==> src/rtl/sync_fifo_param_if.sv <==
// Handshake bundle for sync_fifo_param: the producer/consumer side uses
// "master" and the FIFO uses "slave". Clock and reset stay plain ports on the FIFO.
interface sync_fifo_param_if #(
  parameter int DATA_WIDTH = 4,
  parameter int ADDR_WIDTH = 3
);
  logic                  wr_en;
  logic [DATA_WIDTH-1:0] wr_data;
  logic                  rd_en;
  logic                  clr_err;
  logic [DATA_WIDTH-1:0] rd_data;
  logic                  rd_valid;
  logic                  full;
  logic                  empty;
  logic                  almost_full;
  logic                  almost_empty;
  logic [ADDR_WIDTH:0]   count;
  logic                  overflow;
  logic                  underflow;

  modport master (
    output wr_en, wr_data, rd_en, clr_err,
    input  rd_data, rd_valid, full, empty, almost_full, almost_empty,
           count, overflow, underflow
  );

  modport slave (
    input  wr_en, wr_data, rd_en, clr_err,
    output rd_data, rd_valid, full, empty, almost_full, almost_empty,
           count, overflow, underflow
  );
endinterface

==> src/rtl/sync_fifo_param.sv <==
// Single-clock parametrised FIFO with occupancy count, threshold flags and sticky errors.
// Define SYNC_FIFO_FWFT_EN for first-word-fall-through reads; the default build uses registered reads.
module sync_fifo_param #(
  parameter int DATA_WIDTH = 4,
  parameter int ADDR_WIDTH = 3,
  parameter int AF_THRESH  = 6,
  parameter int AE_THRESH  = 1
) (
  input logic              clk,
  input logic              rst_n,
  sync_fifo_param_if.slave bus
);
  localparam int PW    = ADDR_WIDTH + 1;
  localparam int DEPTH = 2 ** ADDR_WIDTH;
  localparam logic [PW-1:0] DEPTH_C = PW'(DEPTH);
  localparam logic [PW-1:0] AF_C    = PW'(AF_THRESH);
  localparam logic [PW-1:0] AE_C    = PW'(AE_THRESH);
  localparam logic [PW-1:0] ONE_C   = PW'(1);
  localparam logic [PW-1:0] ZERO_C  = PW'(0);

  logic [DATA_WIDTH-1:0] mem [DEPTH];
  logic [PW-1:0]         wr_ptr_r;
  logic [PW-1:0]         rd_ptr_r;
  logic [PW-1:0]         count_r;
  logic [PW-1:0]         count_s;
  logic [ADDR_WIDTH-1:0] wr_addr_s;
  logic [ADDR_WIDTH-1:0] rd_addr_s;
  logic                  wr_ok_s;
  logic                  rd_ok_s;
  logic                  full_r;
  logic                  empty_r;
  logic                  almost_full_r;
  logic                  almost_empty_r;
  logic                  overflow_r;
  logic                  underflow_r;

  assign wr_addr_s = wr_ptr_r[ADDR_WIDTH-1:0];
  assign rd_addr_s = rd_ptr_r[ADDR_WIDTH-1:0];

  // Accept decisions from registered flags, and the occupancy that results.
  always_comb begin
    wr_ok_s = bus.wr_en & ~full_r;
    rd_ok_s = bus.rd_en & ~empty_r;
    case ({wr_ok_s, rd_ok_s})
      2'b10:   count_s = count_r + ONE_C;
      2'b01:   count_s = count_r - ONE_C;
      default: count_s = count_r;
    endcase
  end

  // Pointers and count; pointers carry a wrap bit and roll over modulo 2*DEPTH.
  always_ff @(posedge clk or negedge rst_n) begin
    if (!rst_n) begin
      wr_ptr_r <= ZERO_C;
      rd_ptr_r <= ZERO_C;
      count_r  <= ZERO_C;
    end else begin
      if (wr_ok_s) begin
        wr_ptr_r <= wr_ptr_r + ONE_C;
      end else begin
        wr_ptr_r <= wr_ptr_r;
      end
      if (rd_ok_s) begin
        rd_ptr_r <= rd_ptr_r + ONE_C;
      end else begin
        rd_ptr_r <= rd_ptr_r;
      end
      count_r <= count_s;
    end
  end

  // Status flags track the count register exactly; they are precomputed from
  // the next count so that no request input reaches a flag combinationally.
  always_ff @(posedge clk or negedge rst_n) begin
    if (!rst_n) begin
      full_r         <= 1'b0;
      empty_r        <= 1'b1;
      almost_full_r  <= 1'b0;
      almost_empty_r <= 1'b1;
    end else begin
      full_r         <= (count_s == DEPTH_C);
      empty_r        <= (count_s == ZERO_C);
      almost_full_r  <= (count_s >= AF_C);
      almost_empty_r <= (count_s <= AE_C);
    end
  end

  // Sticky error flags; a new error in the clearing cycle keeps the flag set.
  always_ff @(posedge clk or negedge rst_n) begin
    if (!rst_n) begin
      overflow_r  <= 1'b0;
      underflow_r <= 1'b0;
    end else begin
      if (bus.wr_en & full_r) begin
        overflow_r <= 1'b1;
      end else if (bus.clr_err) begin
        overflow_r <= 1'b0;
      end else begin
        overflow_r <= overflow_r;
      end
      if (bus.rd_en & empty_r) begin
        underflow_r <= 1'b1;
      end else if (bus.clr_err) begin
        underflow_r <= 1'b0;
      end else begin
        underflow_r <= underflow_r;
      end
    end
  end

  // Storage array; contents survive reset and are only ever written on accept.
  always_ff @(posedge clk) begin
    if (wr_ok_s) begin
      mem[wr_addr_s] <= bus.wr_data;
    end
  end

`ifdef SYNC_FIFO_FWFT_EN
  assign bus.rd_data  = mem[rd_addr_s];
  assign bus.rd_valid = ~empty_r;
`else
  logic [DATA_WIDTH-1:0] rd_data_r;
  logic                  rd_valid_r;

  // Registered read port: one-cycle valid pulse per pop, data held between pops.
  always_ff @(posedge clk or negedge rst_n) begin
    if (!rst_n) begin
      rd_data_r  <= {DATA_WIDTH{1'b0}};
      rd_valid_r <= 1'b0;
    end else begin
      if (rd_ok_s) begin
        rd_data_r <= mem[rd_addr_s];
      end else begin
        rd_data_r <= rd_data_r;
      end
      rd_valid_r <= rd_ok_s;
    end
  end

  assign bus.rd_data  = rd_data_r;
  assign bus.rd_valid = rd_valid_r;
`endif

  assign bus.full         = full_r;
  assign bus.empty        = empty_r;
  assign bus.almost_full  = almost_full_r;
  assign bus.almost_empty = almost_empty_r;
  assign bus.count        = count_r;
  assign bus.overflow     = overflow_r;
  assign bus.underflow    = underflow_r;
endmodule

==> src/flat_wrapper.sv <==
// flat-port wrapper written by rule: the top's interface ports become plain ports
module sync_fifo_param_flat 
#(
  parameter int DATA_WIDTH = 4,
  parameter int ADDR_WIDTH = 3,
  parameter int AF_THRESH  = 6,
  parameter int AE_THRESH  = 1
)
  (clk, rst_n, bus_wr_en, bus_wr_data, bus_rd_en, bus_clr_err, bus_rd_data, bus_rd_valid, bus_full, bus_empty, bus_almost_full, bus_almost_empty, bus_count, bus_overflow, bus_underflow);
  sync_fifo_param_if #(.DATA_WIDTH(DATA_WIDTH), .ADDR_WIDTH(ADDR_WIDTH)) bus_i ();
  input logic clk;
  input logic rst_n;
  input wire logic [$bits(bus_i.wr_en)-1:0] bus_wr_en;
  input wire logic [$bits(bus_i.wr_data)-1:0] bus_wr_data;
  input wire logic [$bits(bus_i.rd_en)-1:0] bus_rd_en;
  input wire logic [$bits(bus_i.clr_err)-1:0] bus_clr_err;
  output wire logic [$bits(bus_i.rd_data)-1:0] bus_rd_data;
  output wire logic [$bits(bus_i.rd_valid)-1:0] bus_rd_valid;
  output wire logic [$bits(bus_i.full)-1:0] bus_full;
  output wire logic [$bits(bus_i.empty)-1:0] bus_empty;
  output wire logic [$bits(bus_i.almost_full)-1:0] bus_almost_full;
  output wire logic [$bits(bus_i.almost_empty)-1:0] bus_almost_empty;
  output wire logic [$bits(bus_i.count)-1:0] bus_count;
  output wire logic [$bits(bus_i.overflow)-1:0] bus_overflow;
  output wire logic [$bits(bus_i.underflow)-1:0] bus_underflow;
  assign bus_i.wr_en = bus_wr_en;
  assign bus_i.wr_data = bus_wr_data;
  assign bus_i.rd_en = bus_rd_en;
  assign bus_i.clr_err = bus_clr_err;
  assign bus_rd_data = bus_i.rd_data;
  assign bus_rd_valid = bus_i.rd_valid;
  assign bus_full = bus_i.full;
  assign bus_empty = bus_i.empty;
  assign bus_almost_full = bus_i.almost_full;
  assign bus_almost_empty = bus_i.almost_empty;
  assign bus_count = bus_i.count;
  assign bus_overflow = bus_i.overflow;
  assign bus_underflow = bus_i.underflow;
  sync_fifo_param #(.DATA_WIDTH(DATA_WIDTH), .ADDR_WIDTH(ADDR_WIDTH), .AF_THRESH(AF_THRESH), .AE_THRESH(AE_THRESH)) u_core (.clk(clk), .rst_n(rst_n), .bus(bus_i));
endmodule
==> config.mk <==
export PLATFORM = sky130hd
export DESIGN_NAME = sync_fifo_param_flat
export DESIGN_NICKNAME = d
export VERILOG_FILES = /design/src/rtl/sync_fifo_param_if.sv /design/src/rtl/sync_fifo_param.sv /design/src/flat_wrapper.sv
export SDC_FILE = /design/constraint.sdc
export NUM_CORES = 1
export LEC_CHECK = 0
export ABC_AREA = 1
export ABC_CLOCK_PERIOD_IN_PS = 3850
export BUFFER_PORTS_ARGS = -buffer_cell sky130_fd_sc_hd__buf_2
export CAP_MARGIN = 0
export CORE_MARGIN = 2
export CORE_UTILIZATION = 50
export DETAILED_ROUTE_END_ITERATION = 12
export HOLD_SLACK_MARGIN = 0.03
export PLACE_DENSITY = 0.77
export SETUP_SLACK_MARGIN = 0.15
export SYNTH_ARGS = -nofsm -noshare
export SYNTH_HDL_FRONTEND = slang
export SYNTH_SLANG_ARGS = --single-unit
==> constraint.sdc <==
create_clock -name clk -period 3.85 [get_ports clk]
set_input_delay 0.1925 -clock clk [delete_from_list [all_inputs] [get_ports clk]]
set_output_delay 0.1925 -clock clk [all_outputs]
set_load 0.02 [all_outputs]
==> results by group <==
Synthesis
  • Library cell with the largest summed area after synthesis: sky130_fd_sc_hd__edfxtp_1
  • Number of nets in the synthesized netlist: 218
  • Commonest cells in the synthesized netlist: sky130_fd_sc_hd__nand2_1, sky130_fd_sc_hd__edfxtp_1, sky130_fd_sc_hd__nor2_1
  • Yosys synthesis warning count: 0
  • Cells after Synth: between 200 and 250
  • Cell with the most instances after synthesis: sky130_fd_sc_hd__nand2_1
  • Per-instance average area after synthesis: 10.9 sq um
  • Fraction of post-synthesis cell area in the top cell type by area: a little over two fifths
  • Synth unique cells: 22
  • Async set-reset flop share out of synthesis: just under 40%
  • Post-synthesis instance area: approximately 2200 sq um
  • Register area share after synthesis: 66.4%
  • Number of synthesized flops with an enable pin: 32
  • Dominant synthesized flop cell: sky130_fd_sc_hd__edfxtp_1
  • Top post-synthesis cells by area: sky130_fd_sc_hd__edfxtp_1, sky130_fd_sc_hd__dfrtp_1, sky130_fd_sc_hd__nand2_1
  • Post-synthesis sequential element count: 53

Clocking
  • Number of buffers added to fix hold violations after cts: 1
  • Number of buffers inserted to repair setup after CTS: 0
  • CTS H-Tree Depth: 2
  • TritonCTS clock tree: yes
  • # resized after CTS: 0
  • TritonCTS sink count: 53
  • Root buffer cell: sky130_fd_sc_hd__clkbuf_8
  • Maximum buffer depth of the clock tree: 2
  • Clock latency on the worst-skew pair: about 0.30 ns
  • Clock-pin transition on the worst setup and hold timing paths: around 0.09 ns
  • Number of buffers created by CTS: 5

Status
  • Status: complete, no violations

STA
  • Slew HR: 61.1%
  • Worst setup margin: 1.83 ns
  • Actual slew at the worst max-slew pin: 0.584 ns
  • RSZ-0062 raised after global routing: no
  • Worst clock skew: about 0.0074 ns
  • Post-route clock period utilization: a little over half
  • Hold slack final: approximately 0.084 ns
  • Final setup viols: 0
  • Tmin final: 2.02 ns
  • Setup TNS Final: 0 ns
  • Count of final hold-check violations: 0
  • Max frequency: about 500 MHz
  • Final max-slew violation count: 0

Cells and area
  • Diodes inserted: 0
  • Share of layout cells above drive strength 1: between 10% and 20%
  • Synth-to-layout area growth: 12.6%
  • Nets@finish: around 250
  • Util after Layout: 58.3%

GRT
  • Via count of the first global-routing pass: between 1,000 and 1,500
  • Antenna violations before repair: 0
  • Global router's overall resource usage: 16.7%
  • Grt total ovfl: 0
  • First-pass GRT wire length: between 6000 and 7000 um
  • Maximum number of pins on one net before global-route repair: 22

Pwr
  • Reported net switching power: roughly 0.73 mW
  • Switching fraction of total power: between 30% and 40%
  • Worst vdd rail ir drop: slightly below 0.0004 V
  • Part of the total power dissipated in combinational logic: a little over a third
  • Leakage component of the power: ~1.1 nW
  • Int Power: 1.17 mW
  • Clock power frac: 18.9%
  • Total power density per cell area: around 750 nW/um^2
  • Flop pwr share: a little under half

Critical path
  • Slack of the worst reg-to-reg path: about 1.8 ns
  • Capturing element type of the critical path: register
  • Reg2reg path depth: 13
  • Worst reg2reg endpoint: u_core.bus.almost_empty
  • Nature of the critical path startpoint: register
  • Worst reg2reg startpoint: u_core.bus.empty
  • Worst setup path end: u_core.bus.almost_empty
  • Category of the most critical setup path: reg2reg
  • Peak fanout along the critical path: 13
  • CP Launch Point: u_core.bus.empty
  • Data required time of the critical path: a little over 4 ns
  • Arrival time reported for the critical path endpoint: about 2.3 ns

Die
  • Initial cell density of the core: about half
  • Top-level port count: 24
  • Die extent in x: roughly 70 um
  • Die height: around 71 um
  • Core region area: between 4000 and 5000 sq um
  • Placement Rows: 24
  • Area of the die: 5030 sq um

Placed design
  • Number of buffers added on ports: 23
  • Worst setup timing slack at the placement stage: ~1.8 ns
  • Global placement routability congestion: 0.862
  • HPWL reported at the end of detailed placement: between 2000 and 3000 um

Detailed routing
  • Number of nets still failing antenna checks after routing: 0
  • Iteration-0 DRC count of the detailed router: 80
  • Residual DRC count: 0
  • Final routed wirelength across all metal layers: approximately 3800 um
  • Routed wire length per instance: 13.5 um
  • Mean number of vias per cell: roughly 5.3
  • Router iterations before antenna repair: 4
  • Via Count: roughly 1,500

Worst hold path
  • Hold WC Path Type: in2reg

Flow run
  • Max Cap Viol: 0
## area by class of cell
cell class	count	area (sq um)
Fill cell	359	1800
Tap cell	52	65.1
Sequential cell	53	1490
Clock buffer	5	68.8
Multi-Input combinational cell	130	666
Inverter	18	67.6
Timing Repair Buffer	24	125
Clock inverter	3	41.3
## power by group through the flow
stage / Sequential, mW / Combinational (mW) / Clock [mW]
2_1_floorplan: 0.907 / 0.455 / 0
3_3_place_gp: 0.869 / 0.669 / 0
3_5_place_dp: 0.873 / 0.683 / 0
4_1_cts: 0.862 / 0.687 / 0.367
5_1_grt: 0.881 / 0.788 / 0.387
6_report: 0.861 / 0.682 / 0.360
## kinds of logic after synthesis
logic type | Yosys count | share of synthesized area [%]
DFF | 53 | 66.4
buffers and inverters | 22 | 3.85
AOI/OAI and AO/OA | 33 | 8.71
xor gates and xnor gates | 5 | 1.95
and+or+nand+nor | 88 | 16.8
adders and majority gates | 4 | 2.23
## metrics by stage
step	power (mW)	instance area, sq um	std cells
after floorplan	1.36	2240	205
after global placement	1.54	2400	276
after detailed placement	1.56	2400	276
after CTS	1.92	2520	285
after global routing	2.06	2520	285
final	1.90	2520	285
## cells in the final DEF, fill, tap and decap left out
master                           n
sky130_fd_sc_hd__edfxtp_1       32
sky130_fd_sc_hd__inv_2           1
sky130_fd_sc_hd__o221ai_1        6
sky130_fd_sc_hd__clkinvlp_4      1
sky130_fd_sc_hd__or2_2           2
sky130_fd_sc_hd__o21ai_0        22
sky130_fd_sc_hd__xor2_1          4
sky130_fd_sc_hd__ha_1            4
sky130_fd_sc_hd__inv_1          17
sky130_fd_sc_hd__clkinv_1        1
sky130_fd_sc_hd__or2_0           1
sky130_fd_sc_hd__buf_2          23
sky130_fd_sc_hd__nand2_2         7
sky130_fd_sc_hd__dfstp_2         2
sky130_fd_sc_hd__dfrtp_1        19
sky130_fd_sc_hd__o211ai_1        2
sky130_fd_sc_hd__nand2_1        36
sky130_fd_sc_hd__xnor2_1         1
sky130_fd_sc_hd__o22ai_1         2
sky130_fd_sc_hd__clkbuf_8        5
sky130_fd_sc_hd__a21oi_1         1
sky130_fd_sc_hd__nor2_1         30
sky130_fd_sc_hd__nor2_4          1
sky130_fd_sc_hd__nand3_1        11
sky130_fd_sc_hd__bufinv_16       1
sky130_fd_sc_hd__dlygate4sd3_1   1
## sequential cells by signal, indices dropped and copies added, names as in the netlist
register	cells
u_core.bus.rd_valid	1
u_core.bus.almost_empty	1
u_core.bus.full	1
u_core.bus.empty	1
u_core.bus.underflow	1
u_core.bus.almost_full	1
u_core.bus.rd_data	4
u_core.wr_ptr_r	3
u_core.bus.count	4
u_core.mem	32
u_core.rd_ptr_r	3
u_core.bus.overflow	1
## critical path: stages, from the launching register on
cell and delay [ns]:
sky130_fd_sc_hd__dfstp_2 0.40, sky130_fd_sc_hd__nor2_4 0.29, sky130_fd_sc_hd__nand3_1 0.18, sky130_fd_sc_hd__nand2_1 0.10, sky130_fd_sc_hd__inv_1 0.05, sky130_fd_sc_hd__ha_1 0.17, sky130_fd_sc_hd__a21oi_1 0.15, sky130_fd_sc_hd__inv_1 0.05
sky130_fd_sc_hd__nand2_1 0.06, sky130_fd_sc_hd__nand2_1 0.05, sky130_fd_sc_hd__nand2_2 0.07, sky130_fd_sc_hd__nand2_2 0.06, sky130_fd_sc_hd__or2_0 0.21, sky130_fd_sc_hd__nor2_1 0.11
## layer usage
layer  global-route usage, %  share of wire, %  vias to the layer above
met2                    26.0                51                       43
met5                       0                 0                        -
met1                    22.0                42                      704
met4                    6.71               1.0                        0
met3                    5.56               5.9                        5
li1                        -                 -                      749
## how the worst min path moves through the flow
stage / from / end / slack [ns] / depth (start not counted)
final: bus_clr_err / u_core.bus.underflow / 0.08 / 2
after global routing: bus_clr_err / u_core.bus.overflow / 0.1 / 2
after CTS: bus_clr_err / u_core.bus.underflow / 0.07 / 2
after detailed placement: rst_n / u_core.bus.rd_data[3] / 0.17 / 1
after global placement: rst_n / u_core.bus.rd_data[1] / 0.18 / 1
after floorplan: rst_n / u_core.bus.almost_full / -0.10 / 0
(Power assumes the default switching activity.)
